File: config.mk
export PLATFORM = sky130hd
export DESIGN_NAME = planificador_riego
export DESIGN_NICKNAME = d
export VERILOG_FILES = /design/src/rtl/planificador_riego.sv
export SDC_FILE = /design/constraint.sdc
export NUM_CORES = 1
export LEC_CHECK = 0
export ABC_CLOCK_PERIOD_IN_PS = 5650
export CORE_MARGIN = 2
export CORE_UTILIZATION = 58
export CTS_CLUSTER_SIZE = 40
export DETAILED_ROUTE_END_ITERATION = 6
export PLACE_DENSITY = 0.81
export SLEW_MARGIN = 5
export SYNTH_ARGS = -nofsm -noshare
export SYNTH_HDL_FRONTEND = slang
export SYNTH_SLANG_ARGS = --single-unit
File: constraint.sdc
create_clock -name clk -period 5.65 [get_ports clk]
set_clock_uncertainty 0.15 [all_clocks]
set_input_delay 1.695 -clock clk [delete_from_list [all_inputs] [get_ports clk]]
set_output_delay 1.695 -clock clk [all_outputs]
set_load 0.02 [all_outputs]
File: src/rtl/planificador_riego.sv
// Irrigation scheduler: round-robin grants of pump, faucet and light from humidity/time packets.
// Defining PLANIFICADOR_WATCHDOG_EN adds a no-packet watchdog that aborts activity and flags error.
module planificador_riego #(
   parameter int unsigned T_BOMBA     = 50000000,
   parameter int unsigned T_GRIFO     = 50000000,
   parameter int unsigned T_LUZ       = 50000000,
   parameter int unsigned T_PAUSA     = 1000000,
   parameter int unsigned UMBRAL_BASE = 1000,
   parameter int unsigned UMBRAL_PASO = 100,
   parameter int unsigned MARGEN      = 400,
   parameter int unsigned HORA_ON     = 6,
   parameter int unsigned HORA_OFF    = 18,
   parameter int unsigned T_WDT       = 500000000
) (
   input  logic        clk,
   input  logic        rst,
   input  logic        listo,
   input  logic [11:0] humedad,
   input  logic [15:0] hora,
   input  logic [3:0]  tipoPlanta,
   input  logic        MODbomba,
   input  logic        MODgrifo,
   input  logic        MODluz,
   output logic        activarB,
   output logic        activarG,
   output logic        activarL,
   output logic        ocupado,
   output logic        error
);

   typedef enum logic [1:0] {IDLE, EVAL, RUN, PAUSA} estado_t;

   // Enables are registered one cycle behind RUN, so the EVAL cycle closes the all-off gap
   // and PAUSA itself lasts one cycle less than T_PAUSA.
   localparam int unsigned CICLOS_PAUSA = (T_PAUSA > 1) ? T_PAUSA - 1 : 1;

   estado_t     estado_q, estado_d;
   logic [31:0] cnt_q, cnt_d;
   logic [2:0]  req_q, req_d;
   logic [1:0]  ptr_q, ptr_d, grant_q, grant_d;
   logic        pend_v_q, pend_v_d;
   logic [11:0] pend_hum_q, pend_hum_d;
   logic [7:0]  pend_hora_q, pend_hora_d;
   logic [3:0]  pend_tipo_q, pend_tipo_d;
   logic        error_q, error_d;
   logic [2:0]  act_q, act_d;
   logic        ocupado_q, ocupado_d;
   logic [2:0]  mods, req_eval;
   logic        hay_req;
   logic [1:0]  sel;
   logic [2:0]  rr_idx;
   logic [31:0] t_run;
   logic        wdt_fire;
   logic [7:0]  unused_minuto;

   function automatic logic [2:0] calc_req(input logic [11:0] hum, input logic [7:0] hh,
                                           input logic [3:0] tipo, input logic [2:0] m);
      logic [31:0] umb;
      logic [31:0] umb_g;
      logic [2:0]  r;
      umb = UMBRAL_BASE + 32'(tipo) * UMBRAL_PASO;
      if (umb > 32'd4095) umb = 32'd4095;
      umb_g = (umb > MARGEN) ? umb - MARGEN : '0;
      r[0] = m[0] && (32'(hum) < umb);
      r[1] = m[1] && (umb_g != '0) && (32'(hum) < umb_g);
      r[2] = m[2] && (hh <= 8'd23) && (32'(hh) >= HORA_ON) && (32'(hh) < HORA_OFF);
      return r;
   endfunction

   assign mods          = {MODluz, MODgrifo, MODbomba};
   assign unused_minuto = hora[7:0];
   // A pending packet replaces whatever requests remain from the previous one.
   assign req_eval      = pend_v_q ? calc_req(pend_hum_q, pend_hora_q, pend_tipo_q, mods) : req_q;

   always_comb begin
      hay_req = 1'b0;
      sel     = ptr_q;
      rr_idx  = '0;
      for (int unsigned i = 0; i < 3; i++) begin
         rr_idx = {1'b0, ptr_q} + 3'(i);
         if (rr_idx >= 3'd3) rr_idx = rr_idx - 3'd3;
         if (!hay_req && req_eval[rr_idx[1:0]]) begin
            hay_req = 1'b1;
            sel     = rr_idx[1:0];
         end
      end
   end

   always_comb begin
      case (grant_q)
         2'd0:    t_run = T_BOMBA;
         2'd1:    t_run = T_GRIFO;
         default: t_run = T_LUZ;
      endcase
   end

`ifdef PLANIFICADOR_WATCHDOG_EN
   logic [31:0] wdt_q, wdt_d;
   always_comb begin
      wdt_fire = !listo && (wdt_q == T_WDT - 1);
      if (listo)               wdt_d = '0;
      else if (wdt_q >= T_WDT) wdt_d = wdt_q;
      else                     wdt_d = wdt_q + 1;
   end
`else
   localparam int unsigned unused_t_wdt = T_WDT;
   assign wdt_fire = 1'b0;
`endif

   always_ff @(posedge clk) begin
      if (rst) begin
         estado_q    <= IDLE;
         cnt_q       <= '0;
         req_q       <= '0;
         ptr_q       <= '0;
         grant_q     <= '0;
         pend_v_q    <= 1'b0;
         pend_hum_q  <= '0;
         pend_hora_q <= '0;
         pend_tipo_q <= '0;
         error_q     <= 1'b0;
         act_q       <= '0;
         ocupado_q   <= 1'b0;
`ifdef PLANIFICADOR_WATCHDOG_EN
         wdt_q       <= '0;
`endif
      end else begin
         estado_q    <= estado_d;
         cnt_q       <= cnt_d;
         req_q       <= req_d;
         ptr_q       <= ptr_d;
         grant_q     <= grant_d;
         pend_v_q    <= pend_v_d;
         pend_hum_q  <= pend_hum_d;
         pend_hora_q <= pend_hora_d;
         pend_tipo_q <= pend_tipo_d;
         error_q     <= error_d;
         act_q       <= act_d;
         ocupado_q   <= ocupado_d;
`ifdef PLANIFICADOR_WATCHDOG_EN
         wdt_q       <= wdt_d;
`endif
      end
   end

   always_comb begin
      estado_d    = estado_q;
      cnt_d       = cnt_q;
      req_d       = req_q;
      ptr_d       = ptr_q;
      grant_d     = grant_q;
      pend_v_d    = pend_v_q;
      pend_hum_d  = pend_hum_q;
      pend_hora_d = pend_hora_q;
      pend_tipo_d = pend_tipo_q;
      error_d     = error_q;
      case (estado_q)
         IDLE: if (listo) estado_d = EVAL;
         EVAL: begin
            pend_v_d = 1'b0;
            req_d    = req_eval;
            cnt_d    = '0;
            if (hay_req) begin
               grant_d  = sel;
               estado_d = RUN;
            end else begin
               estado_d = IDLE;
            end
         end
         RUN: begin
            if (!mods[grant_q] || cnt_q == t_run - 1) begin
               estado_d       = PAUSA;
               cnt_d          = '0;
               req_d[grant_q] = 1'b0;
               ptr_d          = (grant_q == 2'd2) ? 2'd0 : grant_q + 2'd1;
            end else begin
               cnt_d = cnt_q + 1;
            end
         end
         default: begin
            if (cnt_q == CICLOS_PAUSA - 1) begin
               estado_d = EVAL;
               cnt_d    = '0;
            end else begin
               cnt_d = cnt_q + 1;
            end
         end
      endcase
      if (listo) begin
         pend_v_d    = 1'b1;
         pend_hum_d  = humedad;
         pend_hora_d = hora[15:8];
         pend_tipo_d = tipoPlanta;
         error_d     = (hora[15:8] > 8'd23);
      end
      if (wdt_fire) begin
         estado_d = IDLE;
         cnt_d    = '0;
         req_d    = '0;
         pend_v_d = 1'b0;
         error_d  = 1'b1;
      end
   end

   always_comb begin
      act_d = '0;
      if (estado_q == RUN && mods[grant_q] && !wdt_fire) act_d[grant_q] = 1'b1;
      ocupado_d = (estado_d != IDLE);
   end

   assign activarB = act_q[0];
   assign activarG = act_q[1];
   assign activarL = act_q[2];
   assign ocupado  = ocupado_q;
   assign error    = error_q;

endmodule
==> results.sh, run 1 <==
export IMPL_synth_cell_types=65
export IMPL_cts_tree="built"
export IMPL_first_iter_violations=243
export IMPL_place_congestion=0.902
export IMPL_cp_start_kind="flip-flop"
export IMPL_grt_pass1_wl_mm=17.3
export IMPL_hpwl_mm=7.42
export IMPL_synth_area_leaders="dfxtp_1 (31%), ha_1 (11%), nor2_1 (7.4%)"
export IMPL_synth_edf_count=0
export IMPL_stdcell_area_mm2=0.00501
export IMPL_min_period_ps=5350
export IMPL_relSlewSlack_pct=44.4
export IMPL_cts_max_path_buffers=2
export IMPL_grt_usage_pct=25.6
export IMPL_maxCapViolCount=0
export IMPL_avgViaCountPerCell=5.97
export IMPL_cts_hold_buf=0
export IMPL_antenna_left=0
export IMPL_drcViolationCount=0
export IMPL_synth_warning_count=0
export IMPL_drt_first_pass_iters=5
export IMPL_via_count=3922
export IMPL_antenna_found_initial=0
export IMPL_syn_nets=596
export IMPL_wl_mm=10.2
export IMPL_worstHoldPathType="reg2reg"
export IMPL_cts_root_buf="clkbuf_8"
export IMPL_leakage_nw=2.09
export IMPL_finalCritPeriodShare_pct=94.7
export IMPL_status="finished, final reports clean"
export IMPL_yosysMostFrequentCell="nor2_1"
export IMPL_cts_made_buffers=9
export IMPL_hold_ws_ps=353
export IMPL_p_total_mw=1.52
export IMPL_path_class="reg2reg"
export IMPL_cp_end_kind="flip-flop"
export IMPL_start_util_pct=60.2
export IMPL_hold_viol=0
export IMPL_nets=630
export IMPL_synthFlopType="dfxtp_1"
export IMPL_synthCells=520
export IMPL_synth_commonest_cells="nor2_1 (86), dfxtp_1 (68), ha_1 (38)"
export IMPL_rows=31
export IMPL_grt_max_degree=42
export IMPL_worstMarginPinSlew_ps=834
export IMPL_synth_top_area_share_pct=31.2
export IMPL_cts_sinks=68
export IMPL_max_freq_ghz=0.187
export IMPL_routedWlPerCell_um=15.5
export IMPL_async_flop_share_pct=0
export IMPL_avgSynthCellArea_um2=8.40
export IMPL_area_growth_pct=14.7
export IMPL_power_per_cell_area_mw_per_mm2=304
export IMPL_final_setup_tns_ps=0
export IMPL_first_global_vias=3751
export IMPL_cp_max_fo=10
export IMPL_cp_data_arrival_time_ps=5440
export IMPL_die_area_mm2=0.00824
export IMPL_io_pin_count=43
export IMPL_clk_latency_ps=350
export IMPL_clk_pin_slew_ps=70
export IMPL_antenna_cells=0
export IMPL_placed_cell_area_mm2=0.00477
export IMPL_die_h_um=90.8
export IMPL_setup_viol=0
export IMPL_ir_worst_vdd_mv=0.260
export IMPL_die_w_um=90.8
export IMPL_synth_area_leader_cell="dfxtp_1"
export IMPL_syn_area_mm2=0.00437
export IMPL_critical_path_required_ps=5740
export IMPL_design_core_area_mm2=0.00725
export IMPL_numPortBuffers=31
export IMPL_ys_ff_latch=68
export IMPL_layout_drive_gt1_share_pct=6.81
export IMPL_grt_overflow_total=0
export IMPL_ys_seq_area_share_pct=31.2
export IMPL_htreeDepth=3
export IMPL_maxSlewViolCount=0
-- cells by family (layout without fill, tap and decap cells) --
family	Yosys count	count (layout)	synth area share (%)
AND/OR/NAND/NOR	223	223	26.5
XOR/XNOR	38	38	7.80
multiplexers	22	22	5.04
buffers and inverters	35	73	3.35
adder cells (fa/ha/maj)	39	39	11.1
AO/OA/AOI/OAI	95	95	15.0
flip-flops	68	68	31.2
-- path summary, 6_finish.rpt --
kind / from / end / slack [ps] / depth (start not counted)
setup / recovery: pend_tipo_q[1] / ocupado / 300 / 20
hold / removal: error / error / 350 / 2
setup reg to reg: pend_tipo_q[1] / ocupado / 300 / 20
hold reg to reg: error / error / 350 / 2
-- power by group --
group          internal, mW  switching [mW]  leakage (nW)
Combinational         0.214           0.330          1.42
Clock                 0.239           0.190         0.109
Sequential            0.514          0.0349         0.554
Total                 0.966           0.554          2.09
-- metrics by stage --
stage          worst slack, ps  util, %  instances
5_1_grt                  -66.5     69.0        657
4_1_cts                    340     68.7        657
6_report                   299     69.0        657
3_5_place_dp               359     65.8        642
3_3_place_gp               466     65.8        642
2_1_floorplan              672        -        520
-- layer usage --
metal	wire length [um]	share of wire [%]	up-vias	GRT usage (%)
li1	-	-	1937	-
met1	4600	45	1858	32.5
met2	4960	49	108	43.1
met3	406	4.0	19	4.01
met4	211	2.1	0	10.5
met5	0	0	-	0
-- cell usage in the layout (no fill, tap or decap), drive strengths merged, types with 3 or more instances in the layout --
| master | synthesis | final |
|---|---|---|
| nor3b | 4 | 4 |
| and4 | 4 | 4 |
| dfxtp | 68 | 68 |
| a21o | 7 | 7 |
| o21ai | 16 | 16 |
| o31ai | 3 | 3 |
| nand3 | 20 | 20 |
| o22ai | 3 | 3 |
| and2 | 3 | 3 |
| or3 | 3 | 3 |
| buf | 5 | 5 |
| inv | 22 | 23 |
| nor4 | 9 | 9 |
| nand4b | 5 | 5 |
| o31a | 3 | 3 |
| nor2b | 11 | 11 |
| a21oi | 29 | 29 |
| ha | 38 | 38 |
| clkbuf | 8 | 12 |
| nand2b | 4 | 4 |
| clkdlybuf4s50 | 0 | 31 |
| and3 | 7 | 7 |
| nor4b | 3 | 3 |
| o211ai | 4 | 4 |
| a211oi | 7 | 7 |
| nand2 | 29 | 29 |
| xnor2 | 17 | 17 |
| or2b | 3 | 3 |
| nor2 | 86 | 86 |
| nor3 | 12 | 12 |
| nand3b | 4 | 4 |
| xor2 | 21 | 21 |
| nand4 | 11 | 11 |
| mux2i | 22 | 22 |
-- registers in the layout, indices dropped and copies added, names as in the netlist --
name and cells:
error 1, grant_q 2, estado_q 2, pend_hora_q 7
cnt_q 32, ocupado 1, req_q 3, pend_v_q 1
act_q 3, pend_tipo_q 4, pend_hum_q 10, ptr_q 2
-- worst max-delay path, cell delays in order (launching register included) --
cell and delay (ps):
dfxtp_1 530, ha_1 330, xor2_1 180, ha_1 320, nor4_2 390, buf_4 200
a21oi_1 70, nor3_1 280, o221ai_2 170, nor2b_1 150, ha_1 270, or2b_1 230
ha_1 320, nand4_1 100, a21oi_1 140, a21oi_1 110, nor2_1 280, nor3_1 100
o31a_1 310, o41a_1 390, or2_1 230
-- final cells by class --
cell class / count / area (um^2)
Sequential cell: 68 / 1360
Timing Repair Buffer: 36 / 348
Clock inverter: 3 / 43.8
Inverter: 22 / 82.6
Tap cell: 99 / 124
Clock buffer: 12 / 165
Fill cell: 577 / 2250
Multi-Input combinational cell: 417 / 2880
-- repair_timing --
item,4_1_cts,5_1_grt
endpoints found under the setup margin,0,1
gates resized for setup,0,5
setup buffers,0,0
No activity file was read; power rests on OpenSTA's default activity.
==> inputs of run 2 (changes only) <==
--- a/config.mk
+++ b/config.mk
@@ -10,7 +10,7 @@
 export CORE_UTILIZATION = 58
 export CTS_CLUSTER_SIZE = 40
 export DETAILED_ROUTE_END_ITERATION = 6
-export PLACE_DENSITY = 0.81
+export PLACE_DENSITY = 0.8
 export SLEW_MARGIN = 5
 export SYNTH_ARGS = -nofsm -noshare
 export SYNTH_HDL_FRONTEND = slang
==> results.sh, run 2 (synthesis results as in run 1) <==
export IMPL_rows=31
export IMPL_largest_reg_flops=32
export IMPL_met3_usage_pct=4.01
export IMPL_hold_viol=0
export IMPL_maxCapViolCount=0
export IMPL_clk_pin_slew_ps=80
export IMPL_worstHoldPathType="reg2reg"
export IMPL_min_period_ps=5290
export IMPL_cts_max_path_buffers=2
export IMPL_p_int_mw=0.929
export IMPL_dp_cells=643
export IMPL_routedWlPerCell_um=15.1
export IMPL_cp_data_arrival_time_ps=5370
export IMPL_power_per_cell_area_mw_per_mm2=293
export IMPL_via_count=3850
export IMPL_cts_root_buf="clkbuf_8"
export IMPL_fin_cells=660
export IMPL_design_core_area_mm2=0.00725
export IMPL_final_common_cell="nor2_1"
export IMPL_die_h_um=90.8
export IMPL_first_iter_violations=249
export IMPL_relSlewSlack_pct=35.0
export IMPL_clk_latency_ps=340
export IMPL_power_switching_mw=0.544
export IMPL_swShare_pct=36.9
export IMPL_regMostFlops="cnt_q"
export IMPL_layout_drive_gt1_share_pct=7.13
export IMPL_status="finished, final reports clean"
export IMPL_wl_mm=9.94
export IMPL_hpwl_mm=7.54
export IMPL_critical_path_required_ps=5730
export IMPL_max_freq_ghz=0.189
export IMPL_grt_usage_pct=25.4
export IMPL_p_clk_share_pct=25.9
export IMPL_cts_tree="built"
export IMPL_globalRoute_busiestLayer="met2"
export IMPL_setup_viol=0
export IMPL_die_area_mm2=0.00824
export IMPL_grt_max_degree=34
export IMPL_first_global_vias=3757
export IMPL_drcViolationCount=0
export IMPL_avgViaCountPerCell=5.83
export IMPL_start_util_pct=60.2
export IMPL_antenna_left=0
export IMPL_die_w_um=90.8
export IMPL_finalCritPeriodShare_pct=93.7
export IMPL_cp_start_kind="flip-flop"
export IMPL_antenna_cells=0
export IMPL_drt_first_pass_iters=4
export IMPL_maxSlewViolCount=0
export IMPL_path_class="reg2reg"
export IMPL_io_pin_count=43
export IMPL_leakage_nw=2.10
export IMPL_cp_end_kind="flip-flop"
export IMPL_nets=632
export IMPL_grt_pass1_wl_mm=17.3
export IMPL_numPortBuffers=31
export IMPL_ir_worst_vdd_mv=0.265
export IMPL_grt_overflow_total=0
export IMPL_p_comb_share_pct=36.7
export IMPL_top_regs="cnt_q (32), pend_hum_q (10), pend_hora_q (7)"
export IMPL_area_growth_pct=14.9
export IMPL_cp_max_fo=6
export IMPL_use_met2_pct=42.5
export IMPL_hold_ws_ps=354
export IMPL_place_congestion=0.928
export IMPL_htreeDepth=3
export IMPL_sequentialPowerShare_pct=37.4
export IMPL_final_cell_mix="nor2_1 (84), dfxtp_1 (68), ha_1 (38)"
export IMPL_met1_usage_pct=32.9
export IMPL_cts_made_buffers=9
export IMPL_antenna_found_initial=0
export IMPL_worstMarginPinSlew_ps=972
export IMPL_cts_sinks=68
[run 2: changes by cell type in the layout (fill, tap and decap cells not counted), moves of 2 or more]
cell,previous run,this run
clkbuf_8,12,9
clkinv_2,1,4
buf_4,5,7
nor4_2,3,1
clkinv_4,0,2
[run 2: worst max-delay path, cell delays in order, from the launching register on]
cell and delay, ps:
dfxtp_1 450, inv_1 70, ha_1 270, inv_1 40
ha_1 210, ha_1 400, nor3b_4 350, nand2_2 150
nor2_1 230, xor2_1 240, nor2b_1 180, ha_1 260
or2b_1 230, ha_1 280, nand4_1 80, a21oi_1 140
a21oi_1 120, o311ai_1 140, nand3_1 180, o31a_1 370
o41a_1 400, or2_1 220
[run 2: metal layers]
metal	vias to the layer above	part of all wire, %	wire, um
met2	63	48	4770
li1	1938	-	-
met3	21	3.0	297
met4	0	2.1	204
met5	-	0	0
met1	1828	47	4670
[run 2: repair_timing]
action | CTS | global route
resized for setup | 0 | 6
buffers inserted | 0 | 1
endpoints found under the setup margin | 0 | 3
hold buffers | 0 | 0
[run 2: per-stage QoR]
stage                     area (um^2)  worst slack, ps  setup TNS (ps)  total power [mW]  utilization, %
after floorplan                  4370              672               0             0.947               -
after global placement           4780              309               0              1.06            65.9
after detailed placement         4780              182               0              1.08            65.9
after CTS                        4970              164               0              1.47            68.6
after global routing             5020            -17.8           -17.8              1.58            69.2
final                            5020              356               0              1.47            69.2
[run 2: power by group through the flow]
stage	clock (mW)	combinational [mW]	sequential [mW]
finish	0.382	0.541	0.550
CTS	0.392	0.526	0.549
floorplan	0	0.392	0.554
detailed placement	0	0.524	0.560
global placement	0	0.503	0.557
global route	0.414	0.612	0.555
[run 2: cell type report]
class | count | area, um^2
multi-input cells | 417 | 2900
fillers | 601 | 2240
flip-flops and latches | 68 | 1360
repair buffers | 38 | 363
clock buffers | 9 | 124
well taps | 99 | 124
inverters | 22 | 82.6
clock inverters | 7 | 67.6
[run 2: final timing paths]
check | start | end | slack, ps | depth (start not counted)
worst max-delay path | pend_tipo_q[0] | ocupado | 360 | 21
worst min-delay path | error | error | 350 | 2
worst max register to register | pend_tipo_q[0] | ocupado | 360 | 21
worst min register to register | error | error | 350 | 2
==> inputs of run 3 (changes only) <==
--- a/config.mk
+++ b/config.mk
@@ -10,6 +10,7 @@
 export CORE_UTILIZATION = 58
 export CTS_CLUSTER_SIZE = 40
 export DETAILED_ROUTE_END_ITERATION = 6
+export GPL_ROUTABILITY_DRIVEN = 0
 export PLACE_DENSITY = 0.8
 export SLEW_MARGIN = 5
 export SYNTH_ARGS = -nofsm -noshare
==> results.sh, run 3 (synthesis results as in run 1) <==
export IMPL_regMostFlops="cnt_q"
export IMPL_cts_made_buffers=9
export IMPL_cp_max_fo=6
export IMPL_io_pin_count=43
export IMPL_max_freq_ghz=0.186
export IMPL_power_per_cell_area_mw_per_mm2=326
export IMPL_antenna_left=0
export IMPL_die_area_mm2=0.00824
export IMPL_p_total_mw=1.67
export IMPL_clk_latency_ps=340
export IMPL_top_regs="cnt_q (32), pend_hum_q (10), pend_hora_q (7)"
export IMPL_routedWlPerCell_um=15.5
export IMPL_wl_mm=10.2
export IMPL_drt_first_pass_iters=5
export IMPL_htreeDepth=3
export IMPL_worstHoldPathType="reg2reg"
export IMPL_cp_start_kind="flip-flop"
export IMPL_maxCapViolCount=0
export IMPL_final_common_cell="nor2_1"
export IMPL_setup_slack_ps=268
export IMPL_setup_viol=0
export IMPL_worstMarginPinSlew_ps=830
export IMPL_grt_max_degree=32
export IMPL_rows=31
export IMPL_first_iter_violations=269
export IMPL_cts_sinks=68
export IMPL_hpwl_mm=7.40
export IMPL_first_global_vias=3761
export IMPL_numPortBuffers=31
export IMPL_ir_worst_vdd_mv=0.228
export IMPL_nets=633
export IMPL_area_growth_pct=17.4
export IMPL_clk_pin_slew_ps=70
export IMPL_finalCritPeriodShare_pct=95.3
export IMPL_final_cell_mix="nor2_1 (86), dfxtp_1 (68), ha_1 (38)"
export IMPL_antenna_found_initial=0
export IMPL_path_class="reg2reg"
export IMPL_cp_data_arrival_time_ps=5470
export IMPL_min_period_ps=5380
export IMPL_grt_overflow_total=0
export IMPL_cp_end_kind="flip-flop"
export IMPL_die_w_um=90.8
export IMPL_die_h_um=90.8
export IMPL_hold_viol=0
export IMPL_drcViolationCount=0
export IMPL_status="finished, final reports clean"
export IMPL_grt_usage_pct=25.6
export IMPL_largest_reg_flops=32
export IMPL_design_core_area_mm2=0.00725
export IMPL_critical_path_required_ps=5730
export IMPL_cts_tree="built"
export IMPL_cts_root_buf="clkbuf_8"
export IMPL_avgViaCountPerCell=5.94
export IMPL_layout_drive_gt1_share_pct=6.94
export IMPL_cts_max_path_buffers=2
export IMPL_leakage_nw=2.15
export IMPL_maxSlewViolCount=0
export IMPL_via_count=3926
export IMPL_relSlewSlack_pct=44.7
export IMPL_pre_cts_ws_ps=128
export IMPL_start_util_pct=60.2
export IMPL_hold_ws_ps=342
export IMPL_grt_pass1_wl_mm=17.5
export IMPL_antenna_cells=0
run 3: cell types whose count changed in the layout (fill, tap and decap cells not counted), sizes merged:
cell | before | now
clkinv | 6 | 1
bufinv | 1 | 5
buf | 7 | 8
clkbuf | 9 | 10
run 3: stage by stage:
| stage | instance area (um^2) | setup TNS (ps) | instances | util (%) |
|---|---|---|---|---|
| 2_1_floorplan | 4370 | 0 | 520 | - |
| 3_3_place_gp | 4780 | 0 | 643 | 65.9 |
| 3_5_place_dp | 4780 | 0 | 643 | 65.9 |
| 4_1_cts | 5080 | 0 | 659 | 70.0 |
| 5_1_grt | 5120 | -29.3 | 661 | 70.7 |
| 6_report | 5120 | 0 | 661 | 70.7 |
run 3: what timing repair did:
item,4_1_cts,5_1_grt
endpoints found under the setup margin,0,4
gates resized for setup,0,4
hold buffers,0,0
hold endpoints to repair,0,0
buffers inserted,0,2
run 3: power by group:
group	internal (mW)	switching, mW	total, mW
combinational	0.216	0.329	0.545
sequential	0.514	0.0344	0.548
clock	0.395	0.182	0.577
total	1.12	0.545	1.67
run 3: worst paths after layout:
| check | cells past startpoint | endpoint | start | slack, ps |
|---|---|---|---|---|
| min reg2reg | 2 | error | error | 340 |
| min | 2 | error | error | 340 |
| max | 21 | ocupado | pend_tipo_q[0] | 270 |
| max reg2reg | 21 | ocupado | pend_tipo_q[0] | 270 |
run 3: final cells by class:
cell class	count	area, um^2
clock buffer	10	138
fill	590	2130
timing repair buffer	39	370
multi-input combinational	417	2890
inverter	22	82.6
tap	99	124
sequential	68	1360
clock inverter	6	159
run 3: critical path, cell delays in order (launching register included):
cell      delay, ps
dfxtp_1         450
inv_1            70
ha_1            280
inv_1            50
ha_1            220
ha_1            400
nor3b_4         330
nand2_2         140
nor2_1          230
xor2_1          120
nor2b_1         160
ha_1            310
nand4b_1        110
nor2_1          250
o21ai_0         150
nor4_1          190
nor3_1          130
o311ai_1        380
nand3_1         170
o31a_1          360
o41a_1          400
or2_1           220
run 3: layer usage:
layer,part of all wire [%],GRT usage [%]
met5,0,0
met3,5.2,4.76
met4,1.8,8.46
met1,44,32.8
met2,49,43.4
